`src/rtl/instr_fetch_unit.sv`:
```
// ---------------------------------------------------------------------------
// instr_fetch_unit
//
// Fetch stage that sits in front of decode. It owns the program counter,
// issues one word request at a time to instruction memory over a
// req/gnt/rvalid handshake, and holds the returned word in an instruction
// register. Decode sees the register through a valid/ready handshake.
// Redirects from execute replace the PC and cause any response that is
// already in flight to be thrown away when it arrives.
//
// Ports:
//   clk              system clock, rising edge
//   rst              synchronous reset, active-high
//   imem_req_out     fetch request to instruction memory
//   imem_addr_out    word-aligned fetch address (stable until granted)
//   imem_gnt_in      request accepted this cycle
//   imem_rvalid_in   read data valid this cycle
//   imem_rdata_in    read data
//   redirect_in      PC redirect strobe from execute
//   redirect_pc_in   redirect target (bits [1:0] are ignored)
//   instr_ready_in   decode accepts the held instruction
//   instr_valid_out  instruction register holds a valid instruction
//   instr_out        instruction register
//   pc_out           PC of instr_out
//   op_code_out      instr_out[6:0]
//   func3_out        instr_out[14:12]
//   func7_out        instr_out[31:25]
// ---------------------------------------------------------------------------
module instr_fetch_unit #(
  parameter int unsigned           ADDR_WIDTH = 32,
  parameter int unsigned           DATA_WIDTH = 32,
  parameter logic [ADDR_WIDTH-1:0] RESET_PC   = {ADDR_WIDTH{1'b0}}
) (
  input  logic                  clk,
  input  logic                  rst,
  output logic                  imem_req_out,
  output logic [ADDR_WIDTH-1:0] imem_addr_out,
  input  logic                  imem_gnt_in,
  input  logic                  imem_rvalid_in,
  input  logic [DATA_WIDTH-1:0] imem_rdata_in,
  input  logic                  redirect_in,
  input  logic [ADDR_WIDTH-1:0] redirect_pc_in,
  input  logic                  instr_ready_in,
  output logic                  instr_valid_out,
  output logic [DATA_WIDTH-1:0] instr_out,
  output logic [ADDR_WIDTH-1:0] pc_out,
  output logic [6:0]            op_code_out,
  output logic [2:0]            func3_out,
  output logic [6:0]            func7_out
);

  typedef enum logic [1:0] {
    S_FETCH = 2'd0,
    S_WAIT  = 2'd1,
    S_HOLD  = 2'd2
  } state_e;

  localparam logic [ADDR_WIDTH-1:0] PC_STEP    = ADDR_WIDTH'(4);
  localparam logic [ADDR_WIDTH-1:0] ALIGN_MASK = ~(ADDR_WIDTH'(3));

  state_e                state_q, state_d;
  logic [ADDR_WIDTH-1:0] pc_q, pc_d;
  logic [ADDR_WIDTH-1:0] addr_q, addr_d;
  logic [DATA_WIDTH-1:0] ir_q, ir_d;
  logic [ADDR_WIDTH-1:0] ir_pc_q, ir_pc_d;
  logic                  drop_q, drop_d;
  logic                  valid_q, valid_d;
  logic [ADDR_WIDTH-1:0] target_s;

  // Redirect targets are always treated as word addresses.
  assign target_s = redirect_pc_in & ALIGN_MASK;

  // Next-state and datapath decisions for the fetch FSM.
  always_comb begin
    state_d = state_q;
    pc_d    = pc_q;
    addr_d  = addr_q;
    ir_d    = ir_q;
    ir_pc_d = ir_pc_q;
    drop_d  = drop_q;
    valid_d = valid_q;

    case (state_q)
      S_FETCH: begin
        // A redirect cannot withdraw a request already on the bus: the
        // address stays put and the eventual response is marked stale.
        if (redirect_in) begin
          pc_d   = target_s;
          drop_d = 1'b1;
        end else begin
          pc_d = pc_q;
        end
        if (imem_gnt_in) begin
          state_d = S_WAIT;
        end else begin
          state_d = S_FETCH;
        end
      end

      S_WAIT: begin
        if (imem_rvalid_in) begin
          if (drop_q || redirect_in) begin
            drop_d  = 1'b0;
            state_d = S_FETCH;
            if (redirect_in) begin
              pc_d = target_s;
            end else begin
              pc_d = pc_q;
            end
          end else begin
            ir_d    = imem_rdata_in;
            ir_pc_d = addr_q;
            valid_d = 1'b1;
            state_d = S_HOLD;
          end
        end else if (redirect_in) begin
          pc_d   = target_s;
          drop_d = 1'b1;
        end else begin
          state_d = S_WAIT;
        end
      end

      S_HOLD: begin
        // Redirect wins over ready: the held instruction is abandoned,
        // not consumed.
        if (redirect_in) begin
          pc_d    = target_s;
          valid_d = 1'b0;
          state_d = S_FETCH;
        end else if (instr_ready_in) begin
          pc_d    = addr_q + PC_STEP;
          valid_d = 1'b0;
          state_d = S_FETCH;
        end else begin
          state_d = S_HOLD;
        end
      end

      default: begin
        state_d = S_FETCH;
        valid_d = 1'b0;
        drop_d  = 1'b0;
      end
    endcase

    // The request address is latched only when FETCH is entered, so it
    // stays stable for the whole life of the request.
    if ((state_d == S_FETCH) && (state_q != S_FETCH)) begin
      addr_d = pc_d;
    end else begin
      addr_d = addr_q;
    end
  end

  // State and datapath registers with synchronous reset.
  always_ff @(posedge clk) begin
    if (rst) begin
      state_q <= S_FETCH;
      pc_q    <= RESET_PC;
      addr_q  <= RESET_PC;
      ir_q    <= {DATA_WIDTH{1'b0}};
      ir_pc_q <= RESET_PC;
      drop_q  <= 1'b0;
      valid_q <= 1'b0;
    end else begin
      state_q <= state_d;
      pc_q    <= pc_d;
      addr_q  <= addr_d;
      ir_q    <= ir_d;
      ir_pc_q <= ir_pc_d;
      drop_q  <= drop_d;
      valid_q <= valid_d;
    end
  end

  // Request is suppressed while reset is held so nothing leaves the
  // block until the first cycle with rst low.
  assign imem_req_out    = (state_q == S_FETCH) && !rst;
  assign imem_addr_out   = addr_q;
  assign instr_valid_out = valid_q;
  assign instr_out       = ir_q;
  assign pc_out          = ir_pc_q;
  assign op_code_out     = ir_q[6:0];
  assign func3_out       = ir_q[14:12];
  assign func7_out       = ir_q[31:25];

endmodule
```
`config.mk`:
```
export PLATFORM = sky130hd
export DESIGN_NAME = instr_fetch_unit
export DESIGN_NICKNAME = d
export VERILOG_FILES = /design/src/rtl/instr_fetch_unit.sv
export SDC_FILE = /design/constraint.sdc
export NUM_CORES = 1
export LEC_CHECK = 0
export CORE_MARGIN = 1.5
export CORE_UTILIZATION = 30
export CTS_CLUSTER_DIAMETER = 40
export DETAILED_ROUTE_END_ITERATION = 8
export PLACE_DENSITY_LB_ADDON = 0.3
export SLEW_MARGIN = 20
export SYNTH_ARGS = -nofsm -noshare
export SYNTH_HDL_FRONTEND = slang
export SYNTH_SLANG_ARGS = --single-unit
```
`constraint.sdc`:
```
create_clock -name clk -period 5.1 [get_ports clk]
set_input_delay 0.765 -clock clk [delete_from_list [all_inputs] [get_ports clk]]
set_output_delay 0.765 -clock clk [all_outputs]
set_load 0.02 [all_outputs]
```
==> run_summary.xml <==
<?xml version="1.0" encoding="UTF-8"?>
<metrics>
  <group name="sta">
    <metric name="postLayoutSetupSlackWorst" unit="ps">2050</metric>
    <metric name="final_critical_path_time_including_i_o_delays_and_setup" unit="ps">3050</metric>
    <metric name="skew" unit="ps">8.31</metric>
    <metric name="post-route-period-util" unit="">0.599</metric>
    <metric name="setup_viol" unit="">0</metric>
    <metric name="slew_headroom" unit="">0.227</metric>
    <metric name="totalNegativeSetupSlack" unit="ps">0</metric>
    <metric name="grt_setup_unrepaired" unit="">no</metric>
    <metric name="report.final.hold_viol_count" unit="">0</metric>
    <metric name="slew_at_the_pin_closest_to_its_max_slew_limit" unit="ps">1160</metric>
    <metric name="maxSlewViolCount" unit="">0</metric>
    <metric name="maxClockFrequency" unit="MHz">328</metric>
  </group>
  <group name="layout">
    <metric name="final_layout_size_suffix_gt1_frac" unit="">0.0676</metric>
    <metric name="fin_nets" unit="">961</metric>
    <metric name="n_antenna_cell" unit="">0</metric>
    <metric name="syn2layout_area_growth" unit="%">40.0</metric>
    <metric name="fillCellCount" unit="">1988</metric>
    <metric name="postLayoutCellArea" unit="mm2">0.00842</metric>
  </group>
  <group name="routing">
    <metric name="postRouteWirelength" unit="mm">19.7</metric>
    <metric name="drt-pass1-iter-count" unit="">5</metric>
    <metric name="routed_via_density" unit="">5.06</metric>
    <metric name="drc_errors" unit="">0</metric>
    <metric name="initialDrtViolationCount" unit="">402</metric>
    <metric name="vias" unit="">5911</metric>
    <metric name="count_of_antenna_violating_nets_left_after_detailed_routing" unit="">0</metric>
    <metric name="per_cell_routed_wire_length" unit="um">16.9</metric>
  </group>
  <group name="critical_path">
    <metric name="rr_worst_depth" unit="">5</metric>
    <metric name="ff2ff_setup_slack" unit="ps">2290</metric>
    <metric name="crit_path_end" unit="">imem_addr_out[15]</metric>
    <metric name="setup.worst_path.class" unit="">in2reg</metric>
    <metric name="r2r-end" unit="">imem_addr_out[19]</metric>
    <metric name="cp-start-kind" unit="">input port</metric>
    <metric name="timing.critical_path.fanout_max" unit="">16</metric>
    <metric name="worstSetupEndpointType" unit="">register</metric>
    <metric name="crit_arrival" unit="ps">3410</metric>
    <metric name="r2r_start" unit="">state_q[1]</metric>
    <metric name="required_time_of_the_worst_setup_path" unit="ps">5460</metric>
    <metric name="startpoint" unit="">redirect_in</metric>
  </group>
  <group name="yosys">
    <metric name="synth_cell_types" unit="">62</metric>
    <metric name="synth_async_sr_flop_share" unit="">0</metric>
    <metric name="synth_area_per_cell" unit="um2">7.94</metric>
    <metric name="synthFlopType" unit="">dfxtp_1</metric>
    <metric name="synth.net_count" unit="">829</metric>
    <metric name="synth_seq_area_share" unit="">0.439</metric>
    <metric name="number_of_cells_produced_by_synthesis" unit="">758</metric>
    <metric name="number_of_flops_mapped_to_enable_cells_by_yosys" unit="">0</metric>
    <metric name="number_of_synthesis_warnings" unit="">0</metric>
    <metric name="yosys_register_bits" unit="">132</metric>
    <metric name="synthesized_area" unit="mm2">0.00602</metric>
  </group>
  <group name="cts">
    <metric name="post_cts_resize_count" unit="">0</metric>
    <metric name="h_tree_depth" unit="">4</metric>
    <metric name="clock_tree_from_tritoncts" unit="">yes</metric>
    <metric name="tritoncts.num_buffers" unit="">17</metric>
    <metric name="cts.path.max_buffers" unit="">2</metric>
    <metric name="clockRootBuffer" unit="">clkbuf_16</metric>
    <metric name="post_cts_hold_buffer_count" unit="">0</metric>
    <metric name="cts_sinks" unit="">132</metric>
    <metric name="clock_latency" unit="ps">430</metric>
    <metric name="clkSlewWorstSetupHoldPaths" unit="ps">60</metric>
    <metric name="postCtsSetupBuffers" unit="">0</metric>
  </group>
  <group name="power">
    <metric name="cellLeakagePower" unit="nW">2.87</metric>
    <metric name="switching_share" unit="">0.256</metric>
    <metric name="clkPwrFrac" unit="">0.466</metric>
    <metric name="power_density" unit="mW/mm2">303</metric>
    <metric name="p_switching" unit="W">0.000653</metric>
    <metric name="ir_worst_vdd" unit="mV">0.251</metric>
    <metric name="power.sequential.fraction" unit="">0.433</metric>
    <metric name="power.internal" unit="W">0.00190</metric>
    <metric name="power.share.combinational" unit="">0.101</metric>
  </group>
  <group name="floorplanning">
    <metric name="pin_count" unit="">185</metric>
    <metric name="floorplan.die.width" unit="um">145</metric>
    <metric name="core" unit="mm2">0.0196</metric>
    <metric name="start_util" unit="">0.307</metric>
    <metric name="fp.dieArea" unit="mm2">0.0209</metric>
    <metric name="floorplan.rows" unit="">51</metric>
    <metric name="floorplan.die.height" unit="um">145</metric>
  </group>
  <group name="placed_design">
    <metric name="port-buffer-count" unit="">182</metric>
    <metric name="pre_cts_slack" unit="ps">1640</metric>
    <metric name="placed_area" unit="mm2">0.00785</metric>
    <metric name="gp_routability_congestion" unit="">0.863</metric>
    <metric name="detailed_place_hpwl" unit="mm">13.2</metric>
  </group>
  <group name="global_routing">
    <metric name="number_of_global_route_vias_before_repair" unit="">5344</metric>
    <metric name="grt_max_degree" unit="">76</metric>
    <metric name="grt_first_pass_wirelength" unit="mm">29.6</metric>
    <metric name="antenna_found_initial" unit="">0</metric>
    <metric name="grt_remaining_overflow" unit="">0</metric>
    <metric name="gr-usage-all-layers" unit="">0.187</metric>
  </group>
  <group name="job">
    <metric name="maxCapViolations" unit="">0</metric>
  </group>
  <group name="run_status">
    <metric name="run_status" unit="">completed</metric>
  </group>
  <group name="hold_path">
    <metric name="hold_path.class" unit="">reg2reg</metric>
  </group>
</metrics>
==> power by group through the flow <==
stage / registers (W) / logic (W) / clock network [W]
after CTS: 0.00110 / 0.000259 / 0.00122
after global placement: 0.00112 / 0.000255 / 0
after global routing: 0.00111 / 0.000282 / 0.00126
after detailed placement: 0.00112 / 0.000258 / 0
after floorplan: 0.00113 / 0.000127 / 0
final: 0.00110 / 0.000258 / 0.00119
==> final cells by class <==
class | count | area [um2] | share of cell area
tap | 265 | 332 | 0.0394
timing repair buffer | 192 | 1890 | 0.225
inverter | 4 | 15.0 | 0.00178
clock inverter | 12 | 104 | 0.0123
multi-input combinational | 543 | 2970 | 0.352
clock buffer | 20 | 467 | 0.0554
sequential | 132 | 2640 | 0.314
==> registers in the layout, indices dropped and copies added (netlist names) <==
signal and flops:
pc_q 32, state_q 2, pc_out 32, imem_addr_out 32
drop_q 1, instr_out 32, instr_valid_out 1
==> worst max-delay path, cell delays in order <==
cell and delay [ps]:
clkdlybuf4s50_1 770, inv_1 420, buf_4 290, a21oi_1 500
o22ai_1 210, a311oi_1 290, a21oi_1 60, nor2_1 90
==> cells by family after synthesis <==
| family | Yosys count | share of synthesized area |
|---|---|---|
| and+or+nand+nor | 309 | 0.236 |
| buffers and inverters | 83 | 0.0676 |
| DFF | 132 | 0.439 |
| adders and majority gates | 1 | 0.00208 |
| muxes | 5 | 0.00873 |
| AOI/OAI and AO/OA | 204 | 0.211 |
| xor gates and xnor gates | 24 | 0.0349 |
==> layout by cell type, fill, tap and decap left out, types with 7 or more instances in the layout <==
| cell type | Yosys | layout |
|---|---|---|
| nand4_1 | 7 | 7 |
| a211oi_1 | 13 | 13 |
| clkbuf_16 | 0 | 17 |
| o22ai_1 | 9 | 9 |
| and2_1 | 8 | 8 |
| nor3_1 | 12 | 12 |
| a21oi_1 | 90 | 90 |
| and3_1 | 8 | 8 |
| nand2_1 | 168 | 168 |
| a31oi_1 | 13 | 13 |
| xor2_1 | 9 | 9 |
| buf_4 | 19 | 11 |
| xnor2_1 | 15 | 15 |
| a22oi_1 | 7 | 7 |
| o21a_1 | 7 | 7 |
| nand3_1 | 15 | 15 |
| o21ai_0 | 23 | 22 |
| dfxtp_1 | 132 | 132 |
| nor2_1 | 62 | 62 |
| clkdlybuf4s50_1 | 0 | 181 |
==> layer usage <==
metal / GRT usage / part of all wire / routed length, um / up-vias
met5: 0 / 0 / 0 / -
met4: 0.0542 / 0.0094 / 186 / 0
met3: 0.0520 / 0.074 / 1470 / 15
met2: 0.311 / 0.47 / 9360 / 204
met1: 0.235 / 0.44 / 8700 / 2803
li1: - / - / - / 2889
==> synthesized netlist by cell type, types with 3 or more instances <==
| cell | number | area (um2) |
|---|---|---|
| buf_4 | 19 | 143 |
| o22a_1 | 4 | 35.0 |
| inv_1 | 4 | 15.0 |
| o31ai_1 | 4 | 30.0 |
| buf_1 | 9 | 33.8 |
| nor4_1 | 5 | 31.3 |
| a31oi_1 | 13 | 81.3 |
| a221oi_1 | 3 | 26.3 |
| and4_1 | 4 | 35.0 |
| o21bai_1 | 3 | 22.5 |
| o211ai_1 | 3 | 22.5 |
| buf_2 | 13 | 65.1 |
| a211oi_1 | 13 | 97.6 |
| nand4_1 | 7 | 43.8 |
| xnor2_1 | 15 | 131 |
| mux2i_1 | 3 | 30.0 |
| clkbuf_1 | 37 | 139 |
| o21a_1 | 7 | 52.6 |
| xor2_1 | 9 | 78.8 |
| a21oi_1 | 90 | 450 |
| o22ai_1 | 9 | 56.3 |
| nor2_1 | 62 | 233 |
| and3_1 | 8 | 50.1 |
| o21ai_0 | 23 | 115 |
| nand2b_1 | 4 | 25.0 |
| a222oi_1 | 3 | 30.0 |
| o31a_1 | 3 | 26.3 |
| a211oi_2 | 3 | 37.5 |
| nand2_1 | 168 | 631 |
| nor3_1 | 12 | 60.1 |
| a22oi_1 | 7 | 52.6 |
| a311oi_1 | 3 | 26.3 |
| dfxtp_1 | 132 | 2640 |
| and2_1 | 8 | 50.1 |
| nand3_1 | 15 | 75.1 |
==> stage by stage <==
step / utilization / power [W] / hold slack, ps / cells
after global placement: 0.401 / 0.00138 / 440 / 1136
final: 0.430 / 0.00255 / 450 / 1168
after detailed placement: 0.401 / 0.00138 / 446 / 1136
after CTS: 0.430 / 0.00258 / 453 / 1168
after global routing: 0.430 / 0.00264 / 470 / 1168
after floorplan: - / 0.00125 / 463 / 758
==> how the worst min path moves through the flow <==
stage               start    endpoint  slack [ps]  cells after the start
3_5_place_dp   pc_out[20]  pc_out[20]         450                      2
6_report       pc_out[12]  pc_out[12]         450                      2
3_3_place_gp    pc_out[6]   pc_out[6]         440                      2
2_1_floorplan    pc_q[10]    pc_q[10]         460                      2
5_1_grt        pc_out[31]  pc_out[31]         470                      2
4_1_cts        pc_out[12]  pc_out[12]         450                      2
(Power assumes the default switching activity.)
